===== src/rtl/cordic_comp.sv =====
`default_nettype none
// ============================================================================
// Module   : cordic_comp
// Purpose  : Iterative rotation-mode CORDIC. One micro-rotation per clock
//            drives z toward zero while rotating (x, y), producing cos/sin
//            of the initial angle when x starts at the CORDIC gain K.
// Ports    : x_initial_in, y_initial_in, z_initial_in - start values, signed
//            Q0.(BIT_WIDTH-1), loaded only on edges where rst is high
//            rst   - synchronous active-high reload/restart
//            clk   - rising-edge clock
//            x_out, y_out, z_out - current x/y/z registers (cos, sin,
//            residual angle once the run completes)
// Revision : 1.0 - initial release
// ============================================================================
module cordic_comp #(
  parameter int BIT_WIDTH = 8
) (
  input  logic [BIT_WIDTH-1:0] x_initial_in,
  input  logic [BIT_WIDTH-1:0] y_initial_in,
  input  logic [BIT_WIDTH-1:0] z_initial_in,
  input  logic                 rst,
  input  logic                 clk,
  output logic [BIT_WIDTH-1:0] x_out,
  output logic [BIT_WIDTH-1:0] y_out,
  output logic [BIT_WIDTH-1:0] z_out
);

  // Counter is 4 bits: enough for BIT_WIDTH-1 = 15 at the widest setting.
  localparam int            IW     = 4;
  localparam logic [IW-1:0] C_LAST = IW'(BIT_WIDTH - 1);

  logic signed [BIT_WIDTH-1:0] x_q, x_d;
  logic signed [BIT_WIDTH-1:0] y_q, y_d;
  logic signed [BIT_WIDTH-1:0] z_q, z_d;
  logic        [IW-1:0]        i_q, i_d;

  logic        [31:0]          atan_raw;
  logic signed [BIT_WIDTH-1:0] atan_w;
  logic signed [BIT_WIDTH-1:0] x_sh;
  logic signed [BIT_WIDTH-1:0] y_sh;

  // atan(2^-i) scaled by 2^30; rescaled with round-half-up to the data width.
  always_comb begin
    case (i_q)
      4'd0:    atan_raw = 32'h3243_F6A8;
      4'd1:    atan_raw = 32'h1DAC_6705;
      4'd2:    atan_raw = 32'h0FAD_BAFC;
      4'd3:    atan_raw = 32'h07F5_6EA6;
      4'd4:    atan_raw = 32'h03FE_AB76;
      4'd5:    atan_raw = 32'h01FF_D55B;
      4'd6:    atan_raw = 32'h00FF_FAAA;
      4'd7:    atan_raw = 32'h007F_FF55;
      4'd8:    atan_raw = 32'h003F_FFEA;
      4'd9:    atan_raw = 32'h001F_FFFD;
      4'd10:   atan_raw = 32'h000F_FFFF;
      4'd11:   atan_raw = 32'h0007_FFFF;
      4'd12:   atan_raw = 32'h0003_FFFF;
      4'd13:   atan_raw = 32'h0001_FFFF;
      4'd14:   atan_raw = 32'h0000_FFFF;
      default: atan_raw = 32'h0000_7FFF;
    endcase
  end

  assign atan_w = BIT_WIDTH'((atan_raw + (32'd1 << (30 - BIT_WIDTH))) >> (31 - BIT_WIDTH));

  // Arithmetic shifts of the pre-update values (floor toward -inf).
  assign x_sh = x_q >>> i_q;
  assign y_sh = y_q >>> i_q;

  always_comb begin
    x_d = x_q;
    y_d = y_q;
    z_d = z_q;
    i_d = i_q;
    if (i_q < C_LAST) begin
      // z == 0 takes the positive branch.
      if (!z_q[BIT_WIDTH-1]) begin
        x_d = x_q - y_sh;
        y_d = y_q + x_sh;
        z_d = z_q - atan_w;
      end else begin
        x_d = x_q + y_sh;
        y_d = y_q - x_sh;
        z_d = z_q + atan_w;
      end
      i_d = i_q + 4'd1;
    end
  end

  always_ff @(posedge clk) begin
    if (rst) begin
      x_q <= x_initial_in;
      y_q <= y_initial_in;
      z_q <= z_initial_in;
      i_q <= '0;
    end else begin
      x_q <= x_d;
      y_q <= y_d;
      z_q <= z_d;
      i_q <= i_d;
    end
  end

  assign x_out = x_q;
  assign y_out = y_q;
  assign z_out = z_q;

endmodule
`default_nettype wire


===== config.mk =====
export PLATFORM = sky130hd
export DESIGN_NAME = cordic_comp
export DESIGN_NICKNAME = d
export VERILOG_FILES = /design/src/rtl/cordic_comp.sv
export SDC_FILE = /design/constraint.sdc
export NUM_CORES = 1
export LEC_CHECK = 0
export BUFFER_PORTS_ARGS = -buffer_cell sky130_fd_sc_hd__buf_4
export CAP_MARGIN = 5
export CORE_MARGIN = 5
export CORE_UTILIZATION = 38
export CTS_CLUSTER_DIAMETER = 30
export DETAILED_ROUTE_END_ITERATION = 8
export MAX_ROUTING_LAYER = met4
export SLEW_MARGIN = 20
export SYNTH_ARGS = -nofsm -noshare
export SYNTH_HDL_FRONTEND = slang
export SYNTH_SLANG_ARGS = --single-unit

===== constraint.sdc =====
create_clock -name clk -period 5.3 [get_ports clk]
set_input_delay 0 -clock clk [delete_from_list [all_inputs] [get_ports clk]]
set_output_delay 0 -clock clk [all_outputs]
set_load 0.005 [all_outputs]

==> results of run 1 <==
-- final timing paths --
path	to	depth (start not counted)	slack (ns)
setup / recovery	y_out[7]	13	1.0
hold reg to reg	z_out[0]	2	0.71
setup reg to reg	y_out[7]	13	1.0
hold / removal	x_out[1]	2	0.004
-- power by group --
| part | internal (mW) | switching [mW] |
|---|---|---|
| Combinational | 1.21 | 1.12 |
| Sequential | 0.487 | 0.227 |
| Clock | 0.121 | 0.113 |
| Total | 1.82 | 1.46 |
-- metal layers --
layer | up-vias | GRT usage [%] | routed length, µm
met2 | 65 | 27.1 | 4180
met1 | 1433 | 20.2 | 4020
met5 | - | - | 0
met3 | 10 | 2.59 | 379
li1 | 1528 | - | -
met4 | 0 | 3.47 | 89
-- cell usage in the layout, fill, tap and decap left out, drive strengths merged, types with 9 or more instances in the layout --
cell	n
o21ai	29
inv	16
nand2	33
xnor2	23
dlygate4sd3	17
xor2	19
dfxtp	12
buf	50
edfxtp	24
nor3	9
a21oi	27
ha	33
nor2	38
mux2	16
-- state kept, by name, indices dropped and copies added, names as in the netlist --
name	count
x_out	8
y_out	8
atan_raw	8
z_out	8
i_q	4
-- metrics by stage --
step           instances  setup WS, ns  hold WS (ns)
4_1_cts              558          1.01     0.0000277
3_3_place_gp         534          1.05         0.276
6_report             559         0.996       0.00401
5_1_grt              559         0.618       0.00444
2_1_floorplan        392          1.60         0.126
3_5_place_dp         534          1.02         0.283
-- worst max-delay path, stage by stage, from the launching register on --
cell and delay (ns):
dfxtp_1 0.61, nor3_1 0.77, nand2_1 0.20, nand3_2 0.18, inv_1 0.05, ha_1 0.26, mux2i_1 0.23, ha_1 0.28
nor2b_1 0.12, o21ai_0 0.23, a21oi_1 0.13, o41ai_1 0.27, xor3_1 0.46, mux2_2 0.26
-- synth_stat cells, types with 6 or more instances --
| master | count | area [µm²] |
|---|---|---|
| nor2_1 | 38 | 143 |
| ha_1 | 33 | 413 |
| nand2_1 | 33 | 124 |
| a21oi_1 | 27 | 135 |
| o21ai_0 | 27 | 135 |
| edfxtp_1 | 24 | 721 |
| xnor2_1 | 23 | 201 |
| xor2_1 | 19 | 166 |
| inv_1 | 15 | 56.3 |
| mux2_2 | 15 | 169 |
| dfxtp_1 | 12 | 240 |
| clkbuf_1 | 10 | 37.5 |
| nor3_1 | 9 | 45.0 |
| mux2i_1 | 8 | 80.1 |
| a21o_1 | 6 | 45.0 |
| mux4_2 | 6 | 135 |
| nand3_1 | 6 | 30.0 |
| nor3b_1 | 6 | 45.0 |
-- kinds of logic after synthesis --
family | Yosys count | synth area share [%]
adder cells (fa/ha/maj) | 36 | 13.2
XOR/XNOR | 44 | 11.6
flip-flops | 36 | 26.8
multiplexers | 31 | 11.8
AND/OR/NAND/NOR | 117 | 15.8
buffers and inverters | 34 | 4.05
AO/OA/AOI/OAI | 94 | 16.7
-- layout make-up --
class	instances	area (µm²)	share of cell area, %
well taps	111	139	3.24
clock inverters	2	11.3	0.263
inverters	15	56.3	1.32
clock buffers	6	93.8	2.19
repair buffers	67	546	12.7
flip-flops and latches	36	961	22.4
multi-input cells	322	2470	57.8
==> flow_summary.yaml, run 1 <==
outcome:
  status: "complete, no violations"
clock_tree:
  cts_made_buffers: 5
  cts_resized: 0
  cts_tree: "built"
  htreeDepth: 2
  root_buffer: "clkbuf_8"
  post_cts_buffers: 0
  cts.reportedPaths.clkPinSlew_ns: 0.08
  clock_sinks: 36
  holdBufCountCts: 16
  cts_buffer_depth: 2
  clk_latency_ns: 0.29
pwr:
  p_leak_nw: 1.82
  peakVddDrop_v: 0.000355
  total_power_mw: 3.28
  cellPowerDensity_mw_per_mm2: 765
timing:
  final_hold_viol_count: 0
  rsz0062_at_grt: "no"
  relSlewSlack_pct: 38.6
  setup_tns_ns: 0
  worst_pin_slew_ns: 0.919
  skew_ns: 0.00487
  final.min_clock_period_ns: 4.30
  drv_slew: 0
  setup_violations: 0
  max_freq_mhz: 232
  period_share_pct: 81.2
detailed_routing:
  viasPerCell: 5.43
  wl_per_cell_um: 15.5
  drt_wl_total_um: 8670
  final_antenna_net_count: 0
  drcViolationCount: 0
  first_iter_violations: 180
  num_vias: 3036
  dr.pass1.iters: 4
die:
  chipHeight_um: 107
  die-area_mm2: 0.0115
  coreArea_mm2: 0.00920
  num_rows: 35
  num_io_pins: 50
  die_w_um: 107
  initial_utilization_pct: 38.9
logic_synthesis:
  ys_warn_count: 0
  syn_nets: 454
  ys_seq_elements: 36
  async_flop_share_pct: 0
  syn_area_mm2: 0.00358
  synthCells: 392
  ys_types: 57
  synthFlopType: "edfxtp_1"
  ys_seq_area_share_pct: 26.8
  synth_edf_count: 24
  synth_area_per_cell_um2: 9.14
job:
  max_cap_violations: 0
place:
  dpl.hpwl_um: 6470
  numPortBuffers: 49
  detailed_place.area_mm2: 0.00401
  gp_congestion: 0.877
finish:
  fillers: 894
  nNetsFinal: 509
  diodes: 0
  drive_above_1_share_pct: 19.9
  syn2layout_area_growth_pct: 19.6
  post-route-util_pct: 46.6
  final_area_mm2: 0.00428
worst_hold_path:
  hold_class: "in -> reg"
  min_from: "x_initial_in[1]"
critical_path:
  cp.required_ns: 5.35
  end_kind: "register"
  crit_fanout: 26
  start_kind: "register"
  critPathKind: "reg -> reg"
  crit_start: "i_q[1]"
  worstPathArrival_ns: 4.35
  r2r-start: "i_q[1]"
global_routing:
  antenna_found_initial: 0
  grt_util_all_layers_pct: 16.0
  grt_max_degree: 51
  grt-ovfl-total: 0
  grt_pass1_wl_um: 14600
  grt_pass1_vias: 3007
Power figures use the tool's default switching activity.
==> inputs of run 2 (changes only) <==
clock period = 3.6 ns   (was 5.3 ns; I/O delays follow)
==> run 2 against run 1 <==
  * Hold slack improved by 0.0040 ns
  * Die area unchanged
  * Critical path depth grew 1
  * Utilization up 4.8 points
  * Maximum frequency is 23% higher
  * Design area grew 10%
  * Register-to-register slack worse by 0.90 ns
  * Count of clock-buffer cells in the layout rose by 1
  * Non-clock buffer count grew 45
  * Sequential power is 31% higher
  * Clock power up 46%
  * Critical path type unchanged
  * Largest power group unchanged
==> flow_summary.yaml, run 2 (synthesized netlist as in run 1, its figures left out) <==
outcome:
  status: "complete, no violations"
critical_path:
  critPathKind: "reg -> reg"
  r2r-end: "x_out[7]"
  end_kind: "register"
  r2r_slack_ns: 0.1
  cp.required_ns: 3.63
  start_kind: "register"
  crit_start: "i_q[0]"
  worstPathArrival_ns: 3.53
  r2r-start: "i_q[0]"
  rr_worst_depth: 14
  crit_fanout: 13
global_routing:
  grt_max_degree: 51
  grt_pass1_vias: 3211
  grt_pass1_wl_um: 15300
  grt-ovfl-total: 0
  antenna_found_initial: 0
  grt_util_all_layers_pct: 16.9
place:
  numPortBuffers: 49
  dpl.hpwl_um: 7120
  gp_congestion: 0.945
  pre_cts_ws_ns: -0.0707
detailed_routing:
  final_antenna_net_count: 0
  wl_per_cell_um: 15.6
  dr.pass1.iters: 4
  drt_wl_total_um: 9400
  drcViolationCount: 0
  first_iter_violations: 149
  num_vias: 3213
  viasPerCell: 5.32
die:
  coreArea_mm2: 0.00920
  chipHeight_um: 107
  initial_utilization_pct: 38.9
  num_rows: 35
  die-area_mm2: 0.0115
  num_io_pins: 50
  die_w_um: 107
timing:
  setup_ws_ns: 0.0967
  skew_ns: 0.00765
  final.min_clock_period_ns: 3.50
  setup_violations: 0
  max_freq_mhz: 285
  drv_slew: 0
  final_hold_viol_count: 0
  relSlewSlack_pct: 54.5
  period_share_pct: 97.3
  worst_pin_slew_ns: 0.683
  rsz0062_at_grt: "yes"
finish:
  drive_above_1_share_pct: 31.6
  final_common_cell: "buf_4"
  nNetsFinal: 554
  diodes: 0
  layout_common_cells: "93 x buf_4, 35 x nor2_1, 32 x nand2_1, 32 x ha_1, 24 x edfxtp_1"
  syn2layout_area_growth_pct: 31.8
  post-route-util_pct: 51.3
pwr:
  p_leak_nw: 2.06
  peakVddDrop_v: 0.000875
  cellPowerDensity_mw_per_mm2: 1180
worst_hold_path:
  hold_class: "in -> reg"
  hold-path-cell-count: 2
  worstHoldEndpoint: "y_out[7]"
  min_from: "y_initial_in[7]"
clock_tree:
  cts.reportedPaths.clkPinSlew_ns: 0.08
  root_buffer: "clkbuf_8"
  htreeDepth: 2
  cts_buffer_depth: 2
  clock_sinks: 36
  cts_made_buffers: 5
  clk_latency_ns: 0.29
  cts_tree: "built"
job:
  max_cap_violations: 0
[run 2: changes by cell type in the layout (fill, tap and decap cells not counted), sizes merged]
| cell | change |
|---|---|
| buf | +45 |
| clkbuf | +1 |
| inv | -1 |
[run 2: timing repair]
item,4_1_cts,5_1_grt
hold buffers,16,1
buffers inserted,0,6
pin swaps,0,11
endpoints found under the hold margin,16,1
gates resized for setup,2,27
endpoints found under the setup margin,2,4
[run 2: area by class of cell]
class                   count  area [µm²]
multi-input cells         322        2560
clock buffers               7        97.6
clock inverters             1        5.00
well taps                 111         139
inverters                  15        56.3
fillers                   856        4480
flip-flops and latches     36         966
repair buffers            112         900
[run 2: routing by layer]
metal / global-route usage (%) / routed length, µm
met2: 28.6 / 4660
met4: 5.75 / 169
met1: 20.7 / 4240
met3: 2.53 / 332
met5: - / 0
[run 2: how the worst max path moves through the flow]
stage,to,cells past startpoint
2_1_floorplan,y_out[7],13
3_3_place_gp,x_out[7],13
3_5_place_dp,x_out[7],15
5_1_grt,x_out[7],14
6_report,x_out[7],14
4_1_cts,y_out[7],12
[run 2: worst max-delay path: stages (launching register included)]
cell	delay, ns
dfxtp_4	0.37
buf_12	0.13
buf_6	0.14
or4b_1	0.51
o21ai_1	0.17
nor2_1	0.13
o31ai_2	0.26
xor2_1	0.26
ha_1	0.29
o21ai_1	0.17
a21oi_2	0.07
o41ai_2	0.34
xnor2_1	0.14
xnor2_1	0.20
o21ai_1	0.07
[run 2: per-stage QoR]
step | instances | setup TNS, ns | power, mW | hold WS [ns] | cell area [µm²]
after CTS | 597 | 0 | 5.28 | 0.00104 | 4580
final | 604 | 0 | 5.56 | 0.00800 | 4720
after global routing | 604 | -0.136 | 6.13 | 0.00665 | 4720
after global placement | 573 | 0 | 4.79 | 0.280 | 4310
after floorplan | 392 | 0 | 3.61 | 0.126 | 3580
after detailed placement | 573 | -0.0750 | 4.87 | 0.284 | 4310
[run 2: where the power goes]
part	total, mW	switching (mW)	internal, mW
registers	0.935	0.218	0.716
logic	4.28	2.02	2.26
clock network	0.341	0.163	0.178
total	5.56	2.40	3.15
==> inputs of run 3 (changes only) <==
CTS_BUF_LIST = sky130_fd_sc_hd__clkbuf_16   (was default)
GPL_ROUTABILITY_DRIVEN = 0   (was default)
GPL_TIMING_DRIVEN = 0   (was default)
==> run 3 against run 2 <==
  * The run now ends with hold timing left
  * Clock skew shrank 0.0018 ns
  * Critical path depth increased by 4
  * Non-clock buffer count grew 8
  * Utilization rose by 2.2 points
  * Wire length increased by 11%
  * Combinational power up 9.3%
==> flow_summary.yaml, run 3 (synthesized netlist as in run 1, its figures left out) <==
critical_path:
  crit_fanout: 7
  worstPathArrival_ns: 3.55
  critPathKind: "reg -> reg"
  r2r_slack_ns: 0.07
  end_kind: "register"
  start_kind: "register"
  cp.required_ns: 3.62
die:
  initial_utilization_pct: 38.9
  die_w_um: 107
  coreArea_mm2: 0.00920
  chipHeight_um: 107
  die-area_mm2: 0.0115
  num_io_pins: 50
  num_rows: 35
timing:
  relSlewSlack_pct: 52.5
  whs_ns: -0.000293
  worst_pin_slew_ns: 0.713
  final.min_clock_period_ns: 3.53
  period_share_pct: 98.1
  skew_ns: 0.00583
  max_freq_mhz: 283
  setup_violations: 0
  rsz0062_at_grt: "yes"
  final_hold_viol_count: 1
  drv_slew: 0
finish:
  nNetsFinal: 562
  syn2layout_area_growth_pct: 37.6
  post-route-util_pct: 53.6
  drive_above_1_share_pct: 36.7
  diodes: 0
  layout_common_cells: "95 x buf_4, 35 x nor2_1, 31 x nand2_1"
  final_common_cell: "buf_4"
  final-instance-count-excl-fill: 612
place:
  place_inst: 552
  numPortBuffers: 49
  dpl.hpwl_um: 7190
detailed_routing:
  num_vias: 3393
  dr.pass1.iters: 5
  viasPerCell: 5.54
  first_iter_violations: 192
  drt_wl_total_um: 10500
  final_antenna_net_count: 0
  drcViolationCount: 0
  wl_per_cell_um: 17.1
clock_tree:
  clk_latency_ns: 0.28
  clock_sinks: 36
  cts_made_buffers: 5
  htreeDepth: 2
  cts.reportedPaths.clkPinSlew_ns: 0.06
  cts_tree: "built"
  root_buffer: "clkbuf_16"
  cts_buffer_depth: 2
global_routing:
  grt_pass1_wl_um: 16500
  antenna_found_initial: 0
  grt_util_all_layers_pct: 18.4
  grt_max_degree: 25
  grt_pass1_vias: 3392
  grt-ovfl-total: 0
worst_hold_path:
  hold_class: "in -> reg"
job:
  max_cap_violations: 0
pwr:
  cellPowerDensity_mw_per_mm2: 1240
  p_leak_nw: 2.14
  peakVddDrop_v: 0.000873
outcome:
  status: "finished with violations"
  violations: "hold timing"
[run 3: changes by cell type in the layout (fill, tap and decap cells not counted), sizes merged]
cell,change
buf,+10
clkbuf,+9
dlygate4sd3,-12
inv,+1
[run 3: per-layer routing]
metal  track usage [%]  vias up  wire [µm]
li1                  -     1646          -
met1              22.8     1600       4590
met2              31.4      125       5090
met3              3.01       22        534
met4              4.57        0        241
met5                 -        -          0
[run 3: what timing repair did]
action                                  4_1_cts  5_1_grt
endpoints found under the hold margin         5        0
hold buffers                                  5        0
endpoints found under the setup margin        5        7
pin swaps                                    10       23
buffers inserted                             34       14
resized for setup                            21       49
[run 3: report_power, final]
part / total [mW] / switching [mW] / internal (mW)
Sequential: 0.936 / 0.219 / 0.718
Clock: 0.489 / 0.191 / 0.298
Combinational: 4.68 / 2.21 / 2.48
Total: 6.11 / 2.62 / 3.49
[run 3: per-stage QoR]
stage	power, mW	setup WS (ns)	cell area, µm²	setup TNS (ns)	hold WS, ns
3_5_place_dp	4.49	-0.480	4090	-1.15	0.284
4_1_cts	5.60	-0.00869	4630	-0.0125	0.000914
6_report	6.11	0.0681	4930	0	-0.000293
5_1_grt	6.65	-0.0832	4930	-0.149	0.0109
3_3_place_gp	4.42	-0.340	4090	-0.899	0.274
2_1_floorplan	3.61	0.108	3580	0	0.126
[run 3: final timing paths]
kind,startpoint,end,cells past startpoint
setup / recovery,i_q[0],y_out[3],18
hold / removal,x_initial_in[5],x_out[5],3
setup reg to reg,i_q[0],y_out[3],18
hold reg to reg,i_q[1],i_q[1],3
[run 3: layout make-up]
type | count | area [µm²]
fillers | 838 | 4270
multi-input cells | 322 | 2680
flip-flops and latches | 36 | 963
repair buffers | 102 | 798
clock buffers | 6 | 150
well taps | 111 | 139
plain buffers | 18 | 128
inverters | 15 | 56.3
clock inverters | 2 | 11.3
[run 3: worst max-delay path: stages (launching register included)]
cell and delay (ns):
dfxtp_2 0.34, buf_8 0.14, mux4_2 0.50, a221o_1 0.43, inv_2 0.09, ha_4 0.20, mux2i_4 0.14, ha_1 0.25
nor2b_4 0.13, o21ai_2 0.15, buf_4 0.13, buf_4 0.10, buf_4 0.09, buf_4 0.09, buf_4 0.09, buf_4 0.11
nand2b_4 0.05, xnor2_1 0.17, o21ai_1 0.07
